==> src/rtl/sum_diff_cmp_pipe_pkg.sv <==
// sum_diff_cmp_pipe_pkg: shared types and compare helper for the sum/diff comparison pipeline
package sum_diff_cmp_pipe_pkg;

    localparam int MAX_W = 16;

    typedef enum logic {
        MODE_WRAP  = 1'b0,
        MODE_EXACT = 1'b1
    } mode_t;

    // Stage-1 payload sized for the widest legal operand; sum is zero-extended, diff sign-extended.
    typedef struct packed {
        logic [MAX_W:0]   sum;
        logic [MAX_W+1:0] diff;
        logic             carry;
        logic             borrow;
        mode_t            mode;
    } s1_t;

    // Extension preserves values, so the exact compare can run at the full payload width.
    function automatic logic cmp_result(s1_t p, int unsigned w);
        logic [MAX_W:0] m;
        m = (MAX_W+1)'((32'd1 << w) - 32'd1);
        return p.mode == MODE_EXACT ? $signed({1'b0, p.sum}) < $signed(p.diff)
                                    : (p.sum & m) < (p.diff[MAX_W:0] & m);
    endfunction

endpackage

==> src/rtl/sum_diff_cmp_pipe_sat_counter.sv <==
// sat_counter: saturating event counter with synchronous clear that overrides increment
module sat_counter #(
    parameter int CNT_W = 8
) (
    input  logic             clock,
    input  logic             reset_L,
    input  logic             inc,
    input  logic             clr,
    output logic [CNT_W-1:0] count
);

    // Clear wins over increment; increment stops at all-ones.
    always_ff @(posedge clock or negedge reset_L)
        if (!reset_L)
            count <= '0;
        else if (clr)
            count <= '0;
        else if (inc && count != '1)
            count <= count + 1'b1;

endmodule

==> src/rtl/sum_diff_cmp_pipe.sv <==
// sum_diff_cmp_pipe: two-stage valid/ready pipeline computing (a + b) < (c - d) with a true-result counter
module sum_diff_cmp_pipe
    import sum_diff_cmp_pipe_pkg::*;
#(
    parameter int WIDTH = 4,
    parameter int CNT_W = 8
) (
    input  logic             clock,
    input  logic             reset_L,
    input  logic             in_valid,
    output logic             in_ready,
    input  logic [WIDTH-1:0] a,
    input  logic [WIDTH-1:0] b,
    input  logic [WIDTH-1:0] c,
    input  logic [WIDTH-1:0] d,
    input  logic             mode,
    output logic             out_valid,
    input  logic             out_ready,
    output logic             out,
    output logic             carry,
    output logic             borrow,
    input  logic             clr,
    output logic [CNT_W-1:0] true_count
);

    logic [WIDTH:0]   sum;
    logic [WIDTH+1:0] diff;
    s1_t              p;
    s1_t              s1;
    logic             s1_v;
    logic             adv;

    assign adv      = !out_valid || out_ready;
    assign in_ready = adv;

    // Stage-1 arithmetic on the incoming operand set.
    always_comb begin
        sum      = {1'b0, a} + {1'b0, b};
        diff     = {2'b00, c} - {2'b00, d};
        p.sum    = (MAX_W+1)'(sum);
        p.diff   = (MAX_W+2)'($signed(diff));
        p.carry  = sum[WIDTH];
        p.borrow = c < d;
        p.mode   = mode_t'(mode);
    end

    // Both stages move together on adv; a stall freezes payloads and valid bits.
    always_ff @(posedge clock or negedge reset_L)
        if (!reset_L) begin
            s1_v      <= 1'b0;
            s1        <= '0;
            out_valid <= 1'b0;
            out       <= 1'b0;
            carry     <= 1'b0;
            borrow    <= 1'b0;
        end else if (adv) begin
            s1_v      <= in_valid;
            s1        <= p;
            out_valid <= s1_v;
            out       <= cmp_result(s1, WIDTH);
            carry     <= s1.carry;
            borrow    <= s1.borrow;
        end

    sat_counter #(.CNT_W(CNT_W)) u_cnt (
        .clock  (clock),
        .reset_L(reset_L),
        .inc    (out_valid && out_ready && out),
        .clr    (clr),
        .count  (true_count)
    );

endmodule

==> config.mk <==
export PLATFORM = sky130hd
export DESIGN_NAME = sum_diff_cmp_pipe
export DESIGN_NICKNAME = d
export VERILOG_FILES = /design/src/rtl/sum_diff_cmp_pipe_pkg.sv /design/src/rtl/sum_diff_cmp_pipe_sat_counter.sv /design/src/rtl/sum_diff_cmp_pipe.sv
export SDC_FILE = /design/constraint.sdc
export NUM_CORES = 1
export LEC_CHECK = 0
export ABC_AREA = 1
export CORE_MARGIN = 4
export CORE_UTILIZATION = 53
export CTS_CLUSTER_SIZE = 16
export DETAILED_ROUTE_END_ITERATION = 10
export PLACE_DENSITY = 0.91
export SYNTH_ARGS = -nofsm -noshare
export SYNTH_HDL_FRONTEND = slang
export SYNTH_SLANG_ARGS = --single-unit
==> constraint.sdc <==
create_clock -name clock -period 2.4 [get_ports clock]
set_input_delay 0.6 -clock clock [delete_from_list [all_inputs] [get_ports clock]]
set_output_delay 0.6 -clock clock [all_outputs]
set_load 0.005 [all_outputs]
==> impl_metrics.py <==
metrics = {
    "timing": {
        "skew_ns": 0.0132,
        "setup_viol": 0,
        "tightestPinTransition_ns": 0.355,
        "slew_headroom_pct": 76.3,
        "hold_viol_final": 0,
        "fin_setup_tns_ns": 0,
        "holdWs_ns": 0.489,
        "fin_crit_ns": 2.34,
        "final.period_utilization_pct": 97.3,
        "fmaxAchievable_mhz": 428,
        "finalWorstSetupSlack_ns": 0.0648,
        "drv_slew": 0,
        "rsz0062_at_grt": "false",
    },
    "global_route": {
        "globalRouteTotalUtil_pct": 17.6,
        "grt_max_degree": 26,
        "grt_first_pass_wirelength_um": 4870,
        "overflow": 0,
        "antenna_found_initial": 0,
        "grt_pass1_vias": 1181,
    },
    "place": {
        "port_buffers": 34,
        "place_ws_ns": 0.0803,
        "hpwl_um": 2250,
        "globalplace.congestion": 0.894,
    },
    "setup_path": {
        "cp_max_fo": 2,
        "critPathTopFamily": "buffers and inverters",
        "path_buf_inv": 3,
        "rr_worst_depth": 7,
        "crit_end": "in_ready",
        "rr_startpoint": "u_cnt.count[0]$_DFFE_PN0P_",
        "cp-end-kind": "primary output",
        "rr_endpoint": "u_cnt.count[5]$_DFFE_PN0P_",
        "r2r_setup_slack_ns": 0.86,
        "path_common_cell": "clkdlybuf4s50_1",
        "worstSetupPathType": "input port to primary output",
        "crit_slowest_cell": "clkdlybuf4s50_1",
        "worstPathArrival_ns": 1.74,
        "critPathMaxStageDelay_ns": 0.52,
        "worstSetupStartpointType": "input port",
        "startpoint": "out_ready",
        "worstPathRequired_ns": 1.80,
        "path_depth": 4,
        "worstPathCellList": "clkdlybuf4s50_1 > nor2_2 > inv_2 > clkdlybuf4s50_1",
    },
    "hold_path": {
        "min_path_type": "flip-flop to flip-flop",
    },
    "cells_and_area": {
        "drive_gt1_share_pct": 5.70,
        "n_antenna_cell": 0,
        "mostFrequentLayoutCell": "nand2_1",
        "area_growth_pct": 27.8,
        "seqCellArea_sq_um": 626,
        "layout.nets": 265,
        "fillers": 213,
        "fin_util_pct": 74.0,
        "layout_common_cells": "nand2_1 (63), clkdlybuf4s50_1 (34), inv_1 (28)",
        "multiInputGateArea_sq_um": 738,
    },
    "yosys": {
        "synth_area_leaders": "dfrtp_1 (42%), nand2_1 (16%), ha_1 (10%)",
        "ys_warn_count": 0,
        "yosys.area.top_type_share_pct": 42.1,
        "ys_ff_latch": 25,
        "syn_avg_cell_area_sq_um": 7.83,
        "ys_seq_area_share_pct": 42.1,
        "syn-num-nets": 226,
        "yosysTopAreaCell": "dfrtp_1",
        "synth_area_sq_mm": 0.00149,
        "synth_cell_type_count": 20,
        "syn_inst": 190,
    },
    "cts": {
        "worstSkewPairLatency_ns": 0.32,
        "clockRootBuffer": "clkbuf_4",
        "post_cts_buffers": 0,
        "cts_hold_buf": 0,
        "ctsResizeCount": 0,
        "htree_levels": 1,
        "numCtsBuffers": 3,
        "tritoncts": "done",
        "clkTransAtPathRegs_ns": 0.14,
        "clock-sinks": 25,
        "cts_buffer_depth": 2,
    },
    "detailed_routing": {
        "drtIter0Drc": 70,
        "via_count": 1315,
        "drt-total-wl_um": 2880,
        "drc": 0,
        "first_pass_iters": 4,
        "ant_nets": 0,
        "drt-vias-per-instance": 5.10,
        "wire_per_inst_um": 11.1,
    },
    "run_status": {
        "status": "finished clean",
    },
    "floorplanning": {
        "initial_utilization_pct": 57.9,
        "fp.dieW_um": 61.0,
        "chipHeight_um": 61.0,
        "row_count": 18,
        "ioPinCount": 35,
        "core-area_sq_mm": 0.00257,
        "die-area_sq_mm": 0.00372,
    },
    "flow_run": {
        "cap_violations": 0,
    },
    "power_and_ir_drop": {
        "vdd_drop_max_v": 0.000340,
        "power_density_mw_per_mm2": 527,
        "total_power_mw": 1.00,
        "leakagePower_nw": 0.956,
    },
}
## metal layers
metal	up-vias	global-route usage (%)	wire length, um
met3	4	2.77	131
met4	0	6.50	36
met5	-	0	0
li1	672	-	-
met1	613	23.0	1330
met2	26	29.5	1380
## flip-flops by register name, indices dropped and copies added (netlist names)
signal,flops
s1_v,1
carry,1
out_valid,1
u_cnt.count,8
borrow,1
s1,12
out,1
## final cells by class
type,count,area share (%)
clock inverter,1,0.263
clock buffer,3,1.18
sequential,25,32.9
inverter,29,5.73
multi-input combinational,133,38.8
timing repair buffer,37,19.1
tap,30,1.97
## worst min path at each step
stage	from	endpoint	depth (start not counted)
finish	s1_v$_DFFE_PN0P_	out_valid$_DFFE_PN0P_	2
global route	s1_v$_DFFE_PN0P_	out_valid$_DFFE_PN0P_	2
CTS	s1_v$_DFFE_PN0P_	out_valid$_DFFE_PN0P_	2
detailed placement	s1_v$_DFFE_PN0P_	out_valid$_DFFE_PN0P_	2
global placement	s1_v$_DFFE_PN0P_	out_valid$_DFFE_PN0P_	2
floorplan	reset_L	borrow$_DFFE_PN0P_	0
## worst register-to-register path, stage by stage (launching register included)
cell and delay [ns]:
dfrtp_1 0.46, ha_1 0.27, nand2_1 0.12, nor2_2 0.07, a21oi_4 0.33, nor2_8 0.08, nand2_1 0.07, nand2_1 0.05
## metrics by stage
| step | cell area, sq um | instances |
|---|---|---|
| 2_1_floorplan | 1490 | 190 |
| 3_3_place_gp | 1870 | 254 |
| 3_5_place_dp | 1870 | 254 |
| 4_1_cts | 1900 | 258 |
| 5_1_grt | 1900 | 258 |
| 6_report | 1900 | 258 |
## power breakdown
group          switching [mW]  total [mW]  internal, mW
combinational           0.147       0.292         0.145
sequential             0.0377       0.518         0.481
clock                   0.128       0.191        0.0624
total                   0.313        1.00         0.689
## cells in the mapped netlist, drive strengths merged
library cell,count
a21oi,4
a31oi,1
buf,3
dfrtp,25
fa,2
ha,12
inv,29
nand2,63
nand3,12
nand3b,1
nand4,5
nor2,16
nor3,1
o21ai,14
o21bai,1
xor2,1
## kinds of logic (layout without fill, tap and decap cells)
group	count (synthesis)	in the layout	share of synthesized area, %
buffers and inverters	32	70	8.33
AND/OR/NAND/NOR	98	98	28.5
flip-flops	25	25	42.1
adder cells (fa/ha/maj)	14	14	12.8
AO/OA/AOI/OAI	20	20	7.74
XOR/XNOR	1	1	0.589
Note: power is estimated with default switching activity, not from simulation.
